## src/rtl/jt12_ring_wr.sv

```systemverilog
// rtl/jt12_ring_wr.sv - queued slot writer for an external shift-register ring
//
// Tracks which slot of an external shift-register ring is at ring_out and
// substitutes a queued word for that slot as it passes. Writes are held in a
// two-entry FIFO and committed in acceptance order.
//
// Ports:
//   rst       async active-high reset
//   clk       clock, all state on rising edge
//   clk_en    ring advance enable (one slot per asserted cycle)
//   wr_req    write request, taken when wr_ready=1
//   wr_slot   target slot index
//   wr_data   word to place into the target slot
//   wr_ready  FIFO has room (registered count < 2)
//   wr_err    one-cycle pulse: request rejected, slot out of range
//   wr_done   one-cycle pulse: queued write committed to the ring
//   ring_out  word leaving the ring
//   ring_in   word entering the ring
//   cur_slot  index of the slot currently at ring_out
//   zero      high while cur_slot==0
module jt12_ring_wr #(
    parameter int width = 8,
    parameter int slots = 24
) (
    input  logic             rst,
    input  logic             clk,
    input  logic             clk_en,
    input  logic             wr_req,
    input  logic [4:0]       wr_slot,
    input  logic [width-1:0] wr_data,
    output logic             wr_ready,
    output logic             wr_err,
    output logic             wr_done,
    input  logic [width-1:0] ring_out,
    output logic [width-1:0] ring_in,
    output logic [4:0]       cur_slot,
    output logic             zero
);

    localparam logic [5:0] slot_count = 6'(slots);
    localparam logic [4:0] last_slot  = 5'(slots - 1);

    // FIFO: entry 0 is always the head
    logic [1:0]       count;
    logic [4:0]       slot0;
    logic [4:0]       slot1;
    logic [width-1:0] data0;
    logic [width-1:0] data1;

    logic accept;
    logic legal;
    logic push;
    logic head_hit;

    // Ready depends only on the registered count, so a same-cycle pop never
    // opens room for a push into a full FIFO.
    assign wr_ready = (count < 2'd2);
    assign accept   = wr_req && wr_ready;
    assign legal    = ({1'b0, wr_slot} < slot_count);
    assign push     = accept && legal;

    // Only the registered head can commit, so a write is never substituted
    // on the same edge that accepts it.
    assign head_hit = (count != 2'd0) && clk_en && (slot0 == cur_slot);
    assign ring_in  = head_hit ? data0 : ring_out;
    assign zero     = (cur_slot == 5'd0);

    always_ff @(posedge clk or posedge rst) begin
        if (rst) begin
            cur_slot <= 5'd0;
        end else if (clk_en) begin
            cur_slot <= (cur_slot == last_slot) ? 5'd0 : cur_slot + 5'd1;
        end
    end

    always_ff @(posedge clk or posedge rst) begin
        if (rst) begin
            count   <= 2'd0;
            slot0   <= 5'd0;
            slot1   <= 5'd0;
            data0   <= '0;
            data1   <= '0;
            wr_err  <= 1'b0;
            wr_done <= 1'b0;
        end else begin
            wr_err  <= accept && !legal;
            wr_done <= head_hit;
            case ({push, head_hit})
                2'b01: begin
                    slot0 <= slot1;
                    data0 <= data1;
                    count <= count - 2'd1;
                end
                2'b10: begin
                    if (count == 2'd0) begin
                        slot0 <= wr_slot;
                        data0 <= wr_data;
                    end else begin
                        slot1 <= wr_slot;
                        data1 <= wr_data;
                    end
                    count <= count + 2'd1;
                end
                2'b11: begin
                    // push needs count<2 and pop needs count>0, so count is 1:
                    // the new entry becomes the head and count stays put.
                    slot0 <= wr_slot;
                    data0 <= wr_data;
                end
                default: ;
            endcase
        end
    end

endmodule

```

## config.mk

```make
export PLATFORM = sky130hd
export DESIGN_NAME = jt12_ring_wr
export DESIGN_NICKNAME = d
export VERILOG_FILES = /design/src/rtl/jt12_ring_wr.sv
export SDC_FILE = /design/constraint.sdc
export NUM_CORES = 1
export LEC_CHECK = 0
export CAP_MARGIN = 20
export CORE_MARGIN = 10
export CORE_UTILIZATION = 40
export CTS_BUF_LIST = sky130_fd_sc_hd__clkbuf_8 sky130_fd_sc_hd__clkbuf_16
export CTS_CLUSTER_DIAMETER = 100
export DETAILED_ROUTE_END_ITERATION = 8
export PLACE_DENSITY = 0.78
export SKIP_LAST_GASP = 1
export SLEW_MARGIN = 15
export SYNTH_ARGS = -nofsm -noshare
export SYNTH_HDL_FRONTEND = slang
export SYNTH_SLANG_ARGS = --single-unit
```

## constraint.sdc

```tcl
create_clock -name clk -period 3.03 [get_ports clk]
set_input_delay 0.606 -clock clk [delete_from_list [all_inputs] [get_ports clk]]
set_output_delay 0.606 -clock clk [all_outputs]
set_load 0.1 [all_outputs]
```

==> out/metrics.csv <==
metric,value,unit
status,"complete, no violations",
viasPerCell,5.00,
syn_avg_cell_area,11.8,sq um
start_util,42.1,%
synthesis.area,1710,sq um
first_pass_iters,4,
grt_pass1_wl,6770,um
clock_latency,280,ps
num_rows,23,
grt_overflow,0,
cts_root_buf,clkbuf_8,
worstHoldPathCells,2,
drive_above_1_share,28.1,%
max_clock_freq,355,MHz
ff_latch_area,878,sq um
synth-seq-cells,35,
routed_wl,3880,um
hold_path_end,data0[3],
vias,1211,
regToRegSetupSlack,380,ps
die_h,85.4,um
fin_crit_sh,93.0,%
antenna_found_initial,0,
cts_tree,built,
ir_drop,0.410,mV
cpPeakStageDelay,480,ps
hpwlAfterDp,3060,um
startpoint_type,flop,
synth_cell_types,24,
die_x,85.4,um
finalSetupViolations,0,
multi_input_area,792,sq um
totalPowerFinal,2360,uW
syn_nets,175,
drtIter0Drc,73,
holdWs,484,ps
critPathKind,flop to primary output,
hp-start,data0[3],
report.final.slew_viol_count,0,
grt_pass1_vias,1386,
drc,0,
period_needed,2820,ps
crit_buf_inv,1,
final_util,57.7,%
synthCells,145,
cts_setup_buffers,0,
cts_buffer_depth,2,
rsz0062_at_grt,false,
finalWeightedCongestion,0.798,
worstMarginPinSlew,756,ps
p_leak,0.00111,uW
wl_per_cell,16.0,um
worst_setup_path_end_kind,primary output,
postCtsResizedCells,0,
clock_skew,5.79,ps
seq_area_frac_synth,51.2,%
max-cap-violations,0,
core-area,4060,sq um
yosysWarnings,0,
grt_use_total,11.6,%
p_per_area,1010,nW/um^2
reg2reg_depth,10,
crit_slowest_cell,dfrtp_2,
numCtsBuffers,5,
die_area,7290,sq um
postCtsHoldBufs,0,
finalNetCount,223,
r2r_end,data0[5],
critical_path.top_delay_family,flip-flops,
io_buffers,41,
worst_hold_path_type,flop to flop,
placed_cell_area,2270,sq um
grt_max_degree,27,
relSlewSlack,49.5,%
syn_to_final_growth,37.0,%
ant_nets,0,
final_hold_viol_count,0,
final_area,2340,sq um
n_fill_cell,332,
crit_required,2420,ps
crit-reg2reg-launch,cur_slot[2],
htree_num_levels,2,
clkTransAtPathRegs,60,ps
antenna_cells,0,
finalSetupTns,0,ps
crit_path_max_fanout,11,
crit_path_cell_trace,xor2_1 -> nor4_2 -> o2111ai_4 -> mux2_2 -> buf_12,
cts_num_sinks,35,
cp_data_arrival_time,2210,ps
ios,42,
## metrics by stage
step | setup WS, ps | instances
6_report | 213 | 242
5_1_grt | 117 | 242
4_1_cts | 180 | 242
3_5_place_dp | 325 | 236
3_3_place_gp | 453 | 236
2_1_floorplan | 49.5 | 145
## kinds of logic after synthesis
family / synth area share, %
DFF: 51.2
buffers and inverters: 3.29
muxes: 21.4
AOI/OAI and AO/OA: 7.69
xor gates and xnor gates: 4.61
and+or+nand+nor: 8.05
adders and majority gates: 3.66
## synthesized netlist by cell type
library cell | n | area [sq um]
a211oi_1 | 1 | 7.51
dfrtp_1 | 35 | 876
mux2_2 | 21 | 236
xor2_1 | 5 | 43.8
nor2_1 | 2 | 7.51
mux2i_1 | 13 | 130
buf_2 | 3 | 15.0
nand4b_1 | 1 | 8.76
a21oi_1 | 1 | 5.00
xnor2_1 | 4 | 35.0
buf_6 | 1 | 11.3
nor4b_1 | 1 | 8.76
ha_1 | 5 | 62.6
o21ai_1 | 1 | 5.00
nand4_1 | 2 | 12.5
nand2_1 | 19 | 71.3
o2111ai_4 | 1 | 26.3
a21o_1 | 1 | 7.51
inv_1 | 6 | 22.5
nand3_1 | 2 | 10.0
o21ai_0 | 16 | 80.1
nor4_2 | 1 | 12.5
nand2b_1 | 1 | 6.26
clkbuf_1 | 2 | 7.51
## how the worst max path moves through the flow
stage                startpoint         end  slack [ps]  cells past startpoint
floorplan           cur_slot[0]    data0[0]          50                      8
global placement         clk_en    data0[4]         450                      9
detailed placement       clk_en    data0[5]         330                      8
CTS                 cur_slot[2]  ring_in[7]         180                      5
global route        cur_slot[2]  ring_in[2]         120                      5
finish              cur_slot[2]  ring_in[7]         210                      5
## worst register-to-register path, stage by stage, from the launching register on
cell and delay (ps):
dfrtp_2 480, xor2_1 190, nor4_2 370, o2111ai_4 320, ha_1 340, o21ai_1 90
buf_4 240, nand2b_1 90, buf_4 210, nand2_1 100, o21ai_0 100
## power breakdown
part / total (uW) / internal, uW / switching (uW)
Sequential: 868 / 688 / 180
Combinational: 1190 / 450 / 743
Clock: 296 / 149 / 147
## cell usage in the layout, fill, tap and decap left out, drive strengths merged, types with 2 or more instances in the layout
master	n
nand4	2
buf	23
mux2	21
o21ai	17
xnor2	4
ha	5
inv	7
nand2	19
dfrtp	35
nor2	2
nand3	2
mux2i	13
xor2	5
clkbuf	5
clkdlybuf4s50	24
## registers in the layout (all words and copies together) (netlist names)
signal	cells
slot1	5
wr_err	1
wr_done	1
cur_slot	5
count	2
data0	8
data1	8
slot0	5
## area by class of cell
cell class              instances  share of cell area, %
repair buffers                 47                   21.9
inverters                       6                  0.962
clock inverters                 1                  0.160
clock buffers                   5                   2.94
well taps                      50                   2.67
flip-flops and latches         35                   37.5
multi-input cells              98                   33.8
## metal layers
layer	part of all wire, %	global-route usage, %	wire length, um
met1	41	12.7	1600
met2	52	19.7	2000
met4	1.3	4.04	50
met5	0	0	0
met3	5.8	4.68	225
Power figures use the tool's default switching activity.
